==> src/rtl/seq_det_pkg.sv <==
// Shared types, defaults and the masked compare helper for the
// parametrised serial pattern detector.
package seq_det_pkg;

   localparam int MAX_PAT_LEN = 16;
   localparam int DEF_PAT_LEN = 4;

   localparam logic [MAX_PAT_LEN-1:0] DEF_PAT  = 16'h0007;
   localparam logic [MAX_PAT_LEN-1:0] DEF_MASK = '1;

   typedef enum logic {
      FILL  = 1'b0,
      ARMED = 1'b1
   } state_t;

   // Callers zero-extend narrower operands; zero mask bits make the upper
   // positions don't-care.
   function automatic logic pat_match(input logic [MAX_PAT_LEN-1:0] hist,
                                      input logic [MAX_PAT_LEN-1:0] pat,
                                      input logic [MAX_PAT_LEN-1:0] mask);
      return ((hist ^ pat) & mask) == '0;
   endfunction

endpackage

==> src/rtl/seq_shift_hist.sv <==
// History shift register, fill counter and the FILL/ARMED tracker.
// Exposes the registered history and a look-ahead "full after this bit" flag.
module seq_shift_hist
   import seq_det_pkg::*;
#(
   parameter int PAT_LEN = DEF_PAT_LEN
) (
   input  logic               clk,
   input  logic               rst,
   input  logic               i_accept,
   input  logic               i_bit,
   input  logic               i_clear,
   output logic [PAT_LEN-1:0] o_hist,
   output logic               o_full_next,
   output logic               o_armed
);

   localparam int FILL_W = $clog2(PAT_LEN + 1);
   localparam logic [FILL_W-1:0] FULL    = FILL_W'(PAT_LEN);
   localparam logic [FILL_W-1:0] FULL_M1 = FILL_W'(PAT_LEN - 1);

   logic [PAT_LEN-1:0] r_hist;
   logic [FILL_W-1:0]  r_fill;
   state_t             r_state;
   state_t             w_state_next;
   logic               w_full_next;

   assign w_full_next = i_accept && ((r_fill == FULL) || (r_fill == FULL_M1));
   assign o_full_next = w_full_next;
   assign o_hist      = r_hist;

   // NOTE: sequential state uses non-blocking assignments so every register
   // samples pre-edge values regardless of statement order.
   always_ff @(posedge clk) begin
      if (rst || i_clear) begin
         r_hist <= '0;
         r_fill <= '0;
      end else if (i_accept) begin
         r_hist <= {r_hist[PAT_LEN-2:0], i_bit};
         if (r_fill != FULL) begin
            r_fill <= r_fill + 1'b1;
         end
      end
   end

   always_ff @(posedge clk) begin
      if (rst) begin
         r_state <= FILL;
      end else begin
         r_state <= w_state_next;
      end
   end

   always_comb begin
      w_state_next = r_state;
      case (r_state)
         FILL:    if (!i_clear && w_full_next) w_state_next = ARMED;
         ARMED:   if (i_clear)                 w_state_next = FILL;
         default: w_state_next = FILL;
      endcase
   end

   always_comb begin
      o_armed = (r_state == ARMED);
   end

endmodule

==> src/rtl/seq_detector_param.sv <==
// Parametrised serial pattern detector: runtime-loadable pattern and mask,
// overlap/non-overlap mode, registered match pulse and saturating counter.
module seq_detector_param
   import seq_det_pkg::*;
#(
   parameter int                 PAT_LEN      = DEF_PAT_LEN,
   parameter logic [PAT_LEN-1:0] DEFAULT_PAT  = DEF_PAT[PAT_LEN-1:0],
   parameter logic [PAT_LEN-1:0] DEFAULT_MASK = '1,
   parameter bit                 OVERLAP      = 1'b1,
   parameter int                 CNT_W        = 8
) (
   input  logic               clk,
   input  logic               rst,
   input  logic               in_valid,
   input  logic               in,
   input  logic               pat_load,
   input  logic [PAT_LEN-1:0] pat_in,
   input  logic [PAT_LEN-1:0] mask_in,
   input  logic               cnt_clr,
   output logic               out,
   output logic [CNT_W-1:0]   match_cnt,
   output logic               armed
);

   logic               w_accept;
   logic               w_clear;
   logic               w_full_next;
   logic               w_match;
   logic               w_armed;
   logic [PAT_LEN-1:0] w_hist;
   logic [PAT_LEN-1:0] w_hist_next;

   logic [PAT_LEN-1:0] r_pat;
   logic [PAT_LEN-1:0] r_mask;
   logic               r_out;
   logic [CNT_W-1:0]   r_cnt;

   // A load cycle swallows the data bit, so it can never complete a match.
   assign w_accept    = in_valid && !pat_load;
   assign w_hist_next = {w_hist[PAT_LEN-2:0], in};
   assign w_match     = w_accept && w_full_next &&
                        pat_match(MAX_PAT_LEN'(w_hist_next),
                                  MAX_PAT_LEN'(r_pat),
                                  MAX_PAT_LEN'(r_mask));
   assign w_clear     = pat_load || (w_match && !OVERLAP);

   seq_shift_hist #(
      .PAT_LEN (PAT_LEN)
   ) u_hist (
      .clk         (clk),
      .rst         (rst),
      .i_accept    (w_accept),
      .i_bit       (in),
      .i_clear     (w_clear),
      .o_hist      (w_hist),
      .o_full_next (w_full_next),
      .o_armed     (w_armed)
   );

   always_ff @(posedge clk) begin
      if (rst) begin
         r_pat  <= DEFAULT_PAT;
         r_mask <= DEFAULT_MASK;
         r_out  <= 1'b0;
         r_cnt  <= '0;
      end else begin
         r_out <= w_match;
         if (pat_load) begin
            r_pat  <= pat_in;
            r_mask <= mask_in;
         end
         // Clear beats a coincident match; the pulse itself is unaffected.
         if (cnt_clr) begin
            r_cnt <= '0;
         end else if (w_match && (r_cnt != '1)) begin
            r_cnt <= r_cnt + 1'b1;
         end
      end
   end

   assign out       = r_out;
   assign match_cnt = r_cnt;
   assign armed     = w_armed;

endmodule

==> config.mk <==
export PLATFORM = sky130hd
export DESIGN_NAME = seq_detector_param
export DESIGN_NICKNAME = d
export VERILOG_FILES = /design/src/rtl/seq_det_pkg.sv /design/src/rtl/seq_shift_hist.sv /design/src/rtl/seq_detector_param.sv
export SDC_FILE = /design/constraint.sdc
export NUM_CORES = 1
export LEC_CHECK = 0
export CORE_MARGIN = 2
export CORE_UTILIZATION = 48
export DETAILED_ROUTE_END_ITERATION = 12
export PLACE_DENSITY = 0.77
export SETUP_SLACK_MARGIN = 0.02
export SLEW_MARGIN = 20
export SYNTH_ARGS = -nofsm -noshare
export SYNTH_HDL_FRONTEND = slang
export SYNTH_SLANG_ARGS = --single-unit
==> constraint.sdc <==
create_clock -name clk -period 2.55 [get_ports clk]
set_input_delay 0.3825 -clock clk [delete_from_list [all_inputs] [get_ports clk]]
set_output_delay 0.3825 -clock clk [all_outputs]
set_load 0.03 [all_outputs]
==> flow_summary_export.csv <==
group,metric,value,unit
grt,grt_pass1_vias,880,
run,drv_cap,0,
critical_path,arrival,2370,ps
clock_network,cts-htree-levels,1,
floorplan,die_w,51.4,um
final_layout,stdcell_count,167,
floorplan,fp-row-count,17,
critical_path,endpoint_kind,"flop",
routing,num_vias,908,
min_path,worst_hold_path_type,"flop to flop",
timing,hold_viol,0,
clock_network,cts_hold_buf,0,
pwr,powerDensity,535,nW/um2
critical_path,setup.worst_path.start_class,"flop",
critical_path,slowest_delay,620,ps
critical_path,cp_slowest_cell,"or4b_4",
routing,totalWireLength,2100,um
logic_synthesis,synthXorXnorAreaFrac,0.0487,
floorplan,start_util,0.498,
logic_synthesis,synth_top_family_by_area,"simple AND/OR/NAND/NOR gates",
logic_synthesis,synth_mux_area_frac,0.0475,
critical_path,path_class,"flop to flop",
logic_synthesis,async_flop_share,0,
clock_network,cts.clk_slew.worst_paths,140,ps
min_path,min-delay-start,"u_hist.o_armed",
final_layout,fin_nets,157,
critical_path,critPathRequiredTime,2810,ps
timing,skew,6.34,ps
logic_synthesis,syn-num-nets,133,
logic_synthesis,ys_ff_latch,24,
final_layout,drive_gt1_frac,0.0719,
clock_network,cts_inserted_buffers,3,
routing,avgRoutedWirePerCell,12.6,um
timing,worst_pin_slew,486,ps
floorplan,boundaryPins,24,
critical_path,r2r-start,"u_hist.r_fill[0]",
floorplan,core,2170,um2
clock_network,root_buffer,"clkbuf_4",
critical_path,cp_cell_sequence,"ha_1 -> mux2_1 -> nand3b_2 -> or4b_4 -> or4_1 -> a21oi_1",
timing,rsz0062_at_grt,"false",
logic_synthesis,synth_fa_ha_area_frac,0.0348,
logic_synthesis,synthesis.area,1080,um2
logic_synthesis,syn_inst,116,
placement,port_buffers,23,
timing,finalSetupViolCount,0,
grt,grt_overflow_total,0,
final_layout,fin_util,0.637,
routing,drt-initial-drc-count,15,
routing,wl_met1,867,um
timing,slew_headroom,0.675,
routing,met2_length,1030,um
final_layout,diodes,0,
timing,min_period,2110,ps
final_layout,area_growth,27.9,%
timing,slew_violations,0,
placement,hpwl,1590,um
critical_path,critPathLaunch,"u_hist.r_fill[0]",
logic_synthesis,ys.warnings.count,0,
clock_network,cts_tree,"done",
logic_synthesis,yosysSeqAreaShare,0.445,
routing,route.met3.wl,140,um
logic_synthesis,yosys.area_share.simple,0.231,
routing,dr.pass1.iters,4,
grt,grtUsageTotal,0.185,
logic_synthesis,synth_compound_area_frac,0.147,
final_layout,final.fill_count,197,
logic_synthesis,avgSynthCellArea,9.31,um2
floorplan,die_area,2650,um2
grt,grt_max_degree,17,
critical_path,cp_max_fo,11,
run_status,outcome,"finished, final reports clean",
timing,fin_setup_tns,0,ps
pwr,power.leakage,0.513,nW
logic_synthesis,ys_types,31,
grt,antenna_found_initial,0,
placement,gp_congestion,0.724,
routing,drc,0,
floorplan,die_y,51.4,um
placement,placed_cells,163,
routing,ant_nets,0,
routing,highest_layer,"met4",
timing,clock.fmax,474,MHz
clock_network,post_cts_resized,0,
logic_synthesis,synth_edf_count,0,
pwr,ir_worst_vdd,351,uV
logic_synthesis,synth_ff_type,"dfxtp_1",
clock_network,cts_setup_buffers,0,
clock_network,cts_sinks,24,
grt,grt_first_pass_wirelength,3620,um
timing,period_share,0.827,
clock_network,clockBufferDepth,2,
clock_network,insertion_delay,320,ps
routing,viasPerCell,5.44,
## cells by family (layout without fill, tap and decap cells)
group	after synthesis	count (layout)
simple gates	43	43
buf+inv	11	34
flops	24	24
fa+ha+maj	3	3
mux	5	5
xor+xnor	6	6
compound gates	24	24
## per-stage QoR
step | setup WS (ps) | hold WS, ps | power, mW | area [um2]
after detailed placement | 171 | 477 | 0.470 | 1330
after global placement | 198 | 479 | 0.467 | 1330
after CTS | 446 | 497 | 0.743 | 1380
after global routing | 340 | 510 | 0.766 | 1380
final | 441 | 494 | 0.739 | 1380
after floorplan | 524 | 480 | 0.438 | 1080
## report_power, final
group          total [mW]  internal, mW  switching (mW)
combinational      0.0696        0.0407          0.0289
sequential          0.392         0.386         0.00634
clock               0.278         0.159           0.119
total               0.739         0.585           0.154
## flip-flops by register name, summed over array words and instances (netlist names)
register        count
r_pat               4
match_cnt           8
r_mask              4
u_hist.o_armed      1
out                 1
u_hist.r_fill       3
u_hist.o_hist       3
## layer usage
layer / vias to the layer above / global-route usage
met5: - / 0
met4: 0 / 0.105
met3: 6 / 0.0409
met2: 33 / 0.329
met1: 414 / 0.198
li1: 455 / -
## layout make-up
class	instances	area [um2]	area share
Sequential cell	24	480	0.348
Clock buffer	3	22.5	0.0163
Inverter	5	18.8	0.0136
Timing Repair Buffer	25	245	0.178
Clock inverter	1	30.0	0.0217
Tap cell	28	35.0	0.0254
Multi-Input combinational cell	81	549	0.398
## layout by cell type (no fill, tap or decap), types with 5 or more instances in the layout
master            n
nor2b_1           7
nor2_1           11
xor2_1            5
dfxtp_1          24
inv_1             5
a21oi_1           9
a211o_1           7
clkdlybuf4s50_1  23
## final timing paths
kind / end / slack, ps / cells after the start
max: match_cnt[5] / 440 / 6
min: u_hist.o_armed / 490 / 2
max reg2reg: match_cnt[5] / 440 / 6
min reg2reg: u_hist.o_armed / 490 / 2
## Yosys cell counts, types with 2 or more instances
cell | instances | area [um2]
a211o_1 | 7 | 61.3
a21oi_1 | 9 | 45.0
a22o_1 | 2 | 17.5
and4_1 | 2 | 17.5
clkbuf_1 | 4 | 15.0
dfxtp_1 | 24 | 480
ha_1 | 3 | 37.5
inv_1 | 5 | 18.8
mux2i_1 | 4 | 40.0
nand2_1 | 2 | 7.51
nand3_1 | 4 | 20.0
nor2_1 | 11 | 41.3
nor2b_1 | 7 | 43.8
nor3_1 | 4 | 20.0
o21ai_0 | 4 | 20.0
or2_2 | 2 | 12.5
or3_1 | 4 | 25.0
xor2_1 | 5 | 43.8
## critical path: cells and delay by family (launching register included)
kind | cells | cell delay, ps
AOI/OAI and AO/OA | 1 | 140
adders and majority gates | 1 | 190
DFF | 1 | 400
muxes | 1 | 160
and+or+nand+nor | 3 | 1150
Note: power is estimated with default switching activity, not from simulation.
